<file path="src/rtl/cmp_pkg.sv">
// Shared class encodings for the hysteresis speed comparator.
// The same 2-bit codes label both the raw band class and the filtered state.
package cmp_pkg;

    typedef enum logic [1:0] {
        ST_EQ = 2'd0,
        ST_GT = 2'd1,
        ST_LT = 2'd2
    } cls_e;

    // One-hot {G, Eq, L} view of a class; the unused code falls back to Eq.
    function automatic logic [2:0] cls_to_flags(input cls_e cls);
        logic [2:0] flags;
        case (cls)
            ST_GT:   flags = 3'b100;
            ST_LT:   flags = 3'b001;
            ST_EQ:   flags = 3'b010;
            default: flags = 3'b010;
        endcase
        return flags;
    endfunction

endpackage

</file>
<file path="src/rtl/band_classify.sv">
// Combinational tolerance-band classifier: a vs b with half-band tol.
// Sums are formed one bit wider than the operands so nothing can overflow.
module band_classify
    import cmp_pkg::*;
#(
    parameter int WIDTH = 8
) (
    input  logic [WIDTH-1:0] a,
    input  logic [WIDTH-1:0] b,
    input  logic [WIDTH-1:0] tol,
    output cls_e             raw
);

    logic [WIDTH:0] a_ext_s;
    logic [WIDTH:0] b_ext_s;
    logic [WIDTH:0] a_plus_tol_s;
    logic [WIDTH:0] b_plus_tol_s;

    assign a_ext_s      = {1'b0, a};
    assign b_ext_s      = {1'b0, b};
    assign a_plus_tol_s = a_ext_s + {1'b0, tol};
    assign b_plus_tol_s = b_ext_s + {1'b0, tol};

    // Above the band wins first; the two outer tests cannot both hold.
    always_comb begin
        raw = ST_EQ;
        if (a_ext_s > b_plus_tol_s) begin
            raw = ST_GT;
        end else if (a_plus_tol_s < b_ext_s) begin
            raw = ST_LT;
        end else begin
            raw = ST_EQ;
        end
    end

endmodule

</file>
<file path="src/rtl/hyst_speed_comparator.sv">
// Persistence-filtered magnitude comparator: a raw band class must repeat on
// PERSIST consecutive en strobes before the one-hot G/Eq/L state follows it.
module hyst_speed_comparator
    import cmp_pkg::*;
#(
    parameter int WIDTH   = 8,
    parameter int PERSIST = 4
) (
    input  logic             clk,
    input  logic             reset,
    input  logic             en,
    input  logic [WIDTH-1:0] a,
    input  logic [WIDTH-1:0] b,
    input  logic [WIDTH-1:0] tol,
    output logic             G,
    output logic             Eq,
    output logic             L,
    output logic             changed
);

    localparam int                CNT_W     = $clog2(PERSIST + 1);
    localparam logic [CNT_W:0]    PERSIST_W = (CNT_W + 1)'(PERSIST);
    localparam logic [CNT_W-1:0]  CNT_ZERO  = CNT_W'(0);
    localparam logic [CNT_W-1:0]  CNT_ONE   = CNT_W'(1);

    cls_e             raw_s;
    cls_e             st_r;
    cls_e             cand_r;
    logic [CNT_W-1:0] cnt_r;
    logic             changed_r;
    logic [2:0]       flags_r;

    cls_e             st_nxt_s;
    cls_e             cand_nxt_s;
    logic [CNT_W-1:0] cnt_nxt_s;
    logic             changed_nxt_s;
    logic [CNT_W:0]   cnt_inc_s;

    band_classify #(
        .WIDTH (WIDTH)
    ) u_classify (
        .a   (a),
        .b   (b),
        .tol (tol),
        .raw (raw_s)
    );

    assign cnt_inc_s = {1'b0, cnt_r} + {CNT_ZERO, 1'b1};

    // Next-state rules for the filter; a sample matching the current state
    // abandons any pending streak toward a different class.
    always_comb begin
        st_nxt_s      = st_r;
        cand_nxt_s    = cand_r;
        cnt_nxt_s     = cnt_r;
        changed_nxt_s = 1'b0;
        if (en) begin
            if (raw_s == st_r) begin
                cand_nxt_s = st_r;
                cnt_nxt_s  = CNT_ZERO;
            end else if (raw_s == cand_r) begin
                if (cnt_inc_s == PERSIST_W) begin
                    st_nxt_s      = raw_s;
                    cnt_nxt_s     = CNT_ZERO;
                    changed_nxt_s = 1'b1;
                end else begin
                    cnt_nxt_s = cnt_inc_s[CNT_W-1:0];
                end
            end else begin
                cand_nxt_s = raw_s;
                if (PERSIST == 1) begin
                    st_nxt_s      = raw_s;
                    cnt_nxt_s     = CNT_ZERO;
                    changed_nxt_s = 1'b1;
                end else begin
                    cnt_nxt_s = CNT_ONE;
                end
            end
        end else begin
            st_nxt_s   = st_r;
            cand_nxt_s = cand_r;
            cnt_nxt_s  = cnt_r;
        end
    end

    // State, streak and output registers; flags are loaded from the next
    // state so they appear on the same edge that accepts the change.
    always_ff @(posedge clk) begin
        if (reset) begin
            st_r      <= ST_EQ;
            cand_r    <= ST_EQ;
            cnt_r     <= CNT_ZERO;
            changed_r <= 1'b0;
            flags_r   <= 3'b010;
        end else begin
            st_r      <= st_nxt_s;
            cand_r    <= cand_nxt_s;
            cnt_r     <= cnt_nxt_s;
            changed_r <= changed_nxt_s;
            flags_r   <= cls_to_flags(st_nxt_s);
        end
    end

    assign G       = flags_r[2];
    assign Eq      = flags_r[1];
    assign L       = flags_r[0];
    assign changed = changed_r;

endmodule

</file>
<file path="config.mk">
export PLATFORM = sky130hd
export DESIGN_NAME = hyst_speed_comparator
export DESIGN_NICKNAME = d
export VERILOG_FILES = /design/src/rtl/cmp_pkg.sv /design/src/rtl/band_classify.sv /design/src/rtl/hyst_speed_comparator.sv
export SDC_FILE = /design/constraint.sdc
export NUM_CORES = 1
export LEC_CHECK = 0
export BUFFER_PORTS_ARGS = -buffer_cell sky130_fd_sc_hd__buf_2
export CAP_MARGIN = 40
export CORE_UTILIZATION = 40
export CTS_BUF_LIST = sky130_fd_sc_hd__clkbuf_8
export DETAILED_ROUTE_END_ITERATION = 10
export PLACE_DENSITY = 0.72
export SYNTH_ARGS = -nofsm -noshare
export SYNTH_HDL_FRONTEND = slang
export SYNTH_SLANG_ARGS = --single-unit
</file>
<file path="constraint.sdc">
create_clock -name clk -period 6.5 [get_ports clk]
set_clock_uncertainty 0.1 [all_clocks]
set_input_delay 1.95 -clock clk [delete_from_list [all_inputs] [get_ports clk]]
set_output_delay 1.95 -clock clk [all_outputs]
set_load 0.02 [all_outputs]
</file>
# --- Word-level counts from Yosys, hierarchy flattened ---
# Cells that the tools add are included.
classes:
  n_addsub: 3
  magnitude_cmp: 2
  eq_ne: 6
  mux: 13
  n_bitwise: 2
  reduce_logical: 2
op_table:
  columns: ["cell", "n"]
  rows:
  - ["$add 8x8->9", 2]
  - ["$mux 2", 8]
  - ["$gt 8x9->1", 1]
  - ["$lt 9x8->1", 1]
  - ["$mux 3", 3]
  - ["$pmux 3 s2", 1]
  - ["$add 3x1->4 const B", 1]
  - ["$eq 2x2->1", 2]
  - ["$eq 4x3->1 const B", 1]
  - ["$reduce_or 4->1", 1]
  - ["$eq 2x1->1 const B", 1]
  - ["$eq 2x2->1 const B", 1]
  - ["$ne 2x2->1 const B", 1]
  - ["$not 1->1", 2]
  - ["$reduce_and 2->1", 1]
  - ["$mux 1", 1]
word_totals:
  ff_bits: 11
  input_bits: 27
  output_inout_bits: 4
  wordCells: 33

# --- Logic depth before layout (Yosys ltp) ---
depth:
  word_depth: 10
  depth_mapped: 18
  ltp_nobuf: 18

# --- Hierarchy ---
# From an unflattened synthesis, not the netlist that was laid out.
hier_totals:
  hier_cells: 188
  area_unflattened_um2: 1612.8
modules_own_cells:
  columns: ["module", "n_inst", "cells_per_inst", "area_per_inst_um2", "seq_area_each_um2"]
  rows:
  - ["band_classify", 1, 124, 984.7, 0.0]
  - ["hyst_speed_comparator", 1, 64, 628.1, 220.2]

# --- Worst setup path after synthesis ---
# Ideal clock, no wire load.
synth_path:
  path_type: "input -> register"
  startpoint: "in a[0]"
  endpoint: "reg flags_r[1]"
  setup_time_ns: 0.123
  arrival_ns: 5.085
  required_time_ns: 6.277
  path_slack_ns: 1.192
  path_stages: 17
  path_buffers: 0
  path_cell_list: "ha_1 > inv_1 > fa_1 > nor2b_1 > o31a_1 > o21a_1 > nor2_1 > xnor2_1 > ha_1 > a211oi_2 > nand2_1 > a211oi_1 > a311oi_1 > o21ai_0 > mux2i_1 > ha_1 > or2_2"
synth_via:
  elab_chain_cells: 10
  word_cells_on_any_way: 14
  cone_classes: "1 x add/sub; 2 x order compare; 4 x eq/ne; 7 x mux"
synth_lines:
  columns: ["element", "line_no", "source"]
  rows:
  - ["from (decl)", "hyst_speed_comparator.sv:12", "input logic [WIDTH-1:0] a,"]
  - ["$add 8x8->9", "band_classify.sv:21", "assign a_plus_tol_s = a_ext_s + {1'b0, tol};"]
  - ["$lt 9x8->1", "band_classify.sv:29", "end else if (a_plus_tol_s < b_ext_s) begin"]
  - ["$mux 2", "band_classify.sv:29", null]
  - ["$mux 2 (*)", "band_classify.sv:27", "if (a_ext_s > b_plus_tol_s) begin"]
  - ["$eq 2x2->1 or $mux 2 (tied branches)", "hyst_speed_comparator.sv:61, hyst_speed_comparator.sv:62", null]
  - ["$mux 2", "hyst_speed_comparator.sv:61", "end else if (raw_s == cand_r) begin"]
  - ["$mux 2 (*)", "hyst_speed_comparator.sv:58", "if (raw_s == st_r) begin"]
  - ["$mux 2 (*)", "hyst_speed_comparator.sv:57", "if (en) begin"]
  - ["net st_nxt_s[1]", "hyst_speed_comparator.sv:33", "cls_e st_nxt_s;"]
  - ["$eq 2x2->1 or $eq 2x1->1 (tied branches)", "cmp_pkg.sv:14", "case (cls)"]
  - ["$pmux 3 s2 (*)", "cmp_pkg.sv:14", null]
  - ["to (signal assigned)", "hyst_speed_comparator.sv:100", "flags_r <= cls_to_flags(st_nxt_s);"]
  - ["to (decl)", "hyst_speed_comparator.sv:31", "logic [2:0] flags_r;"]
# The timed path passes the listed nets; every way through them passes the cells marked *.
# A chain may end at the register's enable or synchronous reset.

# --- Worst setup path after layout ---
# Same ends and word-level chain as after synthesis.

==> results.txt <==
outcome: finished, final reports clean
cell mode on critical path: ha_1
min cycle time layout: 5.50 ns
most common cell in the netlist: ha_1
CP endpoint kind: register
synth unique cells: 42
diodes inserted: 0
worst setup path class: in2reg
R2R cell count: 9
DP HPWL: 2.88 mm
slowest cell delay on critical path: 0.40 ns
Setup TNS: 0 ns
crit share post-route: 0.847
R2R Path End: flags_r[1]$_SDFF_PP1_
final non-filler cell total: 277
fill cell total of the finished layout: 417
fraction of layout cells with a size suffix above 1: 0.188
top cell type's share of synthesized area: 0.276
register area share after synthesis: 0.139
Mapped Nets: 260
synthesis-to-layout area growth: 15.9%
DRT Pass-1 Iters: 4
FF-to-FF Start: cnt_r[0]$_SDFFE_PP0P_
Placer Congestion: 0.819
crit path max-delay cell type: fa_1
Vias: 1471
PwrDens: 156 nW/um^2
pin count of the biggest net entering global routing: 12
syn avg cell area: 8.11 sq um
CTS H-tree lvls: 1
FMAX: 182 MHz
FF+latch count, synth: 11
cell-by-cell trace of the critical path: buf_2 > ha_1 > inv_1 > fa_1 > nor2b_1 > o31a_1 > o21a_1 > nor2_1 > xnor2_1 > ha_1 > a211oi_2 > nand2_1 > a211oi_1 > a311oi_1 > o21ai_0 > mux2i_1 > ha_1 > or2_2
Reg2Reg Setup Slack: 3.95 ns
Final #Nets: 294
vias in the first global route: 1489
antenna viol nets, final: 0
post-place setup slack: 0.740 ns
first-pass GRT wire length: 6.13 mm
leading area contributor after synthesis: ha_1
CTS tree: built
Max Cap Viol: 0
setup bufs post-CTS: 0
Post-CTS Hold Buffers: 0
hold depth: 2
Worst Hold Launch: cnt_r[2]$_SDFFE_PP0P_
initial drt markers: 32
Register Area: 220 sq um
area of the die: 4230 sq um
post-synthesis cell area: 1590 sq um
worst rel slew slack: 0.766
Leakage: 0.912 nW
post-CTS sizing: 0
Sink Count: 11
RSZ-0062 raised after global routing: false
Hold EP: cnt_r[2]$_SDFFE_PP0P_
Rows: 22
synth top area cells: ha_1 (28%), dfxtp_1 (14%), inv_1 (5.2%)
Die H: 65.0 um
Max VDD drop: 91.1 uV
HP Class: reg2reg
ys async rst share: 0
Top-Level Pins: 31
WL final: 3.36 mm
WP data required: 6.53 ns
Core Footprint: 3740 sq um
wire per inst: 12.1 um
Num CTS Buffers: 3
initial antenna violation count: 0
synth warn: 0
commonest cells in the netlist: ha_1 (35), inv_1 (22), a21oi_1 (15), nor2_1 (15), o21ai_0 (12)
final hold violation count: 0
clock tree buffer depth: 2
Post-synth EDFFs: 0
startpoint types: primary input
port bufs: 30
placed insts: 273
Max FO, Critical Path: 3
DRC: 0
top_reg_cell synth: dfxtp_1
Cells after Synth: 196
max-slew violations: 0
Critical Path AT: 5.53 ns
Vias per Instance: 5.31
Setup-failing EPs final: 0
Skew-Pair Late Insertion Delay: 0.24 ns
Root Buffer: clkbuf_8
Multi-input gate area: 1280 sq um
worst slew pin tran: 0.348 ns
die width: 65.0 um
grt ovf: 0
GR Util All Layers: 0.181
Starting Density: 0.424
clk slew on worst S/H paths: 0.05 ns
setup ws final: 0.997 ns
==> cells by family after synthesis <==
kind of cell             synth area share
buffers and inverters              0.0543
XOR/XNOR                           0.0661
adder cells (fa/ha/maj)             0.301
AND/OR/NAND/NOR                     0.180
flip-flops                          0.139
multiplexers                       0.0197
AO/OA/AOI/OAI                       0.241
==> layer usage <==
layer,share of wire,wire (um),vias to the layer above,track usage
met5,0,0,-,0
met4,0.0066,22,0,0.0326
met3,0.021,72,5,0.0264
met2,0.47,1590,17,0.318
met1,0.50,1680,679,0.233
li1,-,-,770,-
==> critical path: cells and delay by family <==
kind,cells,cell delay (ns)
fa+ha+maj,4,1.12
compound gates,6,1.31
simple gates,4,0.55
mux,1,0.30
xor+xnor,1,0.12
buf+inv,2,0.16
==> where the power goes <==
group	total, mW	switching, mW	leakage [nW]	internal, mW
registers	0.0744	0.00409	0.0890	0.0703
logic	0.144	0.0755	0.797	0.0687
clock network	0.0690	0.0268	0.0255	0.0422
==> worst max-delay path by stage <==
stage	startpoint	endpoint
3_5_place_dp	a[0]	flags_r[1]$_SDFF_PP1_
6_report	a[0]	flags_r[1]$_SDFF_PP1_
2_1_floorplan	a[0]	flags_r[1]$_SDFF_PP1_
3_3_place_gp	a[0]	flags_r[1]$_SDFF_PP1_
4_1_cts	a[0]	flags_r[1]$_SDFF_PP1_
5_1_grt	a[1]	flags_r[1]$_SDFF_PP1_
==> metrics by stage <==
stage / hold slack, ns / power, mW / area, sq um / util
floorplan: 0.381 / 0.184 / 1590 / -
global placement: 0.409 / 0.217 / 1800 / 0.480
detailed placement: 0.419 / 0.219 / 1800 / 0.480
CTS: 0.428 / 0.290 / 1840 / 0.492
global route: 0.481 / 0.317 / 1840 / 0.492
finish: 0.433 / 0.288 / 1840 / 0.492
==> layout by cell type (no fill, tap or decap), types with 4 or more instances in the layout <==
| cell | synthesis | layout |
|---|---|---|
| dfxtp_1 | 11 | 11 |
| nand2_1 | 10 | 10 |
| nor2_1 | 15 | 15 |
| xnor2_1 | 8 | 8 |
| nand3_1 | 4 | 4 |
| ha_1 | 35 | 35 |
| nand4_1 | 4 | 4 |
| nor2b_1 | 6 | 6 |
| o21a_1 | 4 | 4 |
| xor2_1 | 4 | 4 |
| o21ai_0 | 12 | 12 |
| buf_2 | 0 | 30 |
| a21oi_1 | 15 | 15 |
| inv_1 | 22 | 22 |
==> flip-flops by register name, summed over array words and instances, names as in the netlist <==
signal,count
cnt_r,3
changed,1
cand_r,2
st_r,2
flags_r,3
==> layout make-up <==
class                           instances  share of cell area
Tap cell                               48              0.0326
Sequential cell                        11               0.120
Clock inverter                          1             0.00272
Multi-Input combinational cell        162               0.696
Clock buffer                            3              0.0224
Timing Repair Buffer                   30              0.0815
Inverter                               22              0.0448
Note: power is estimated with default switching activity, not from simulation.
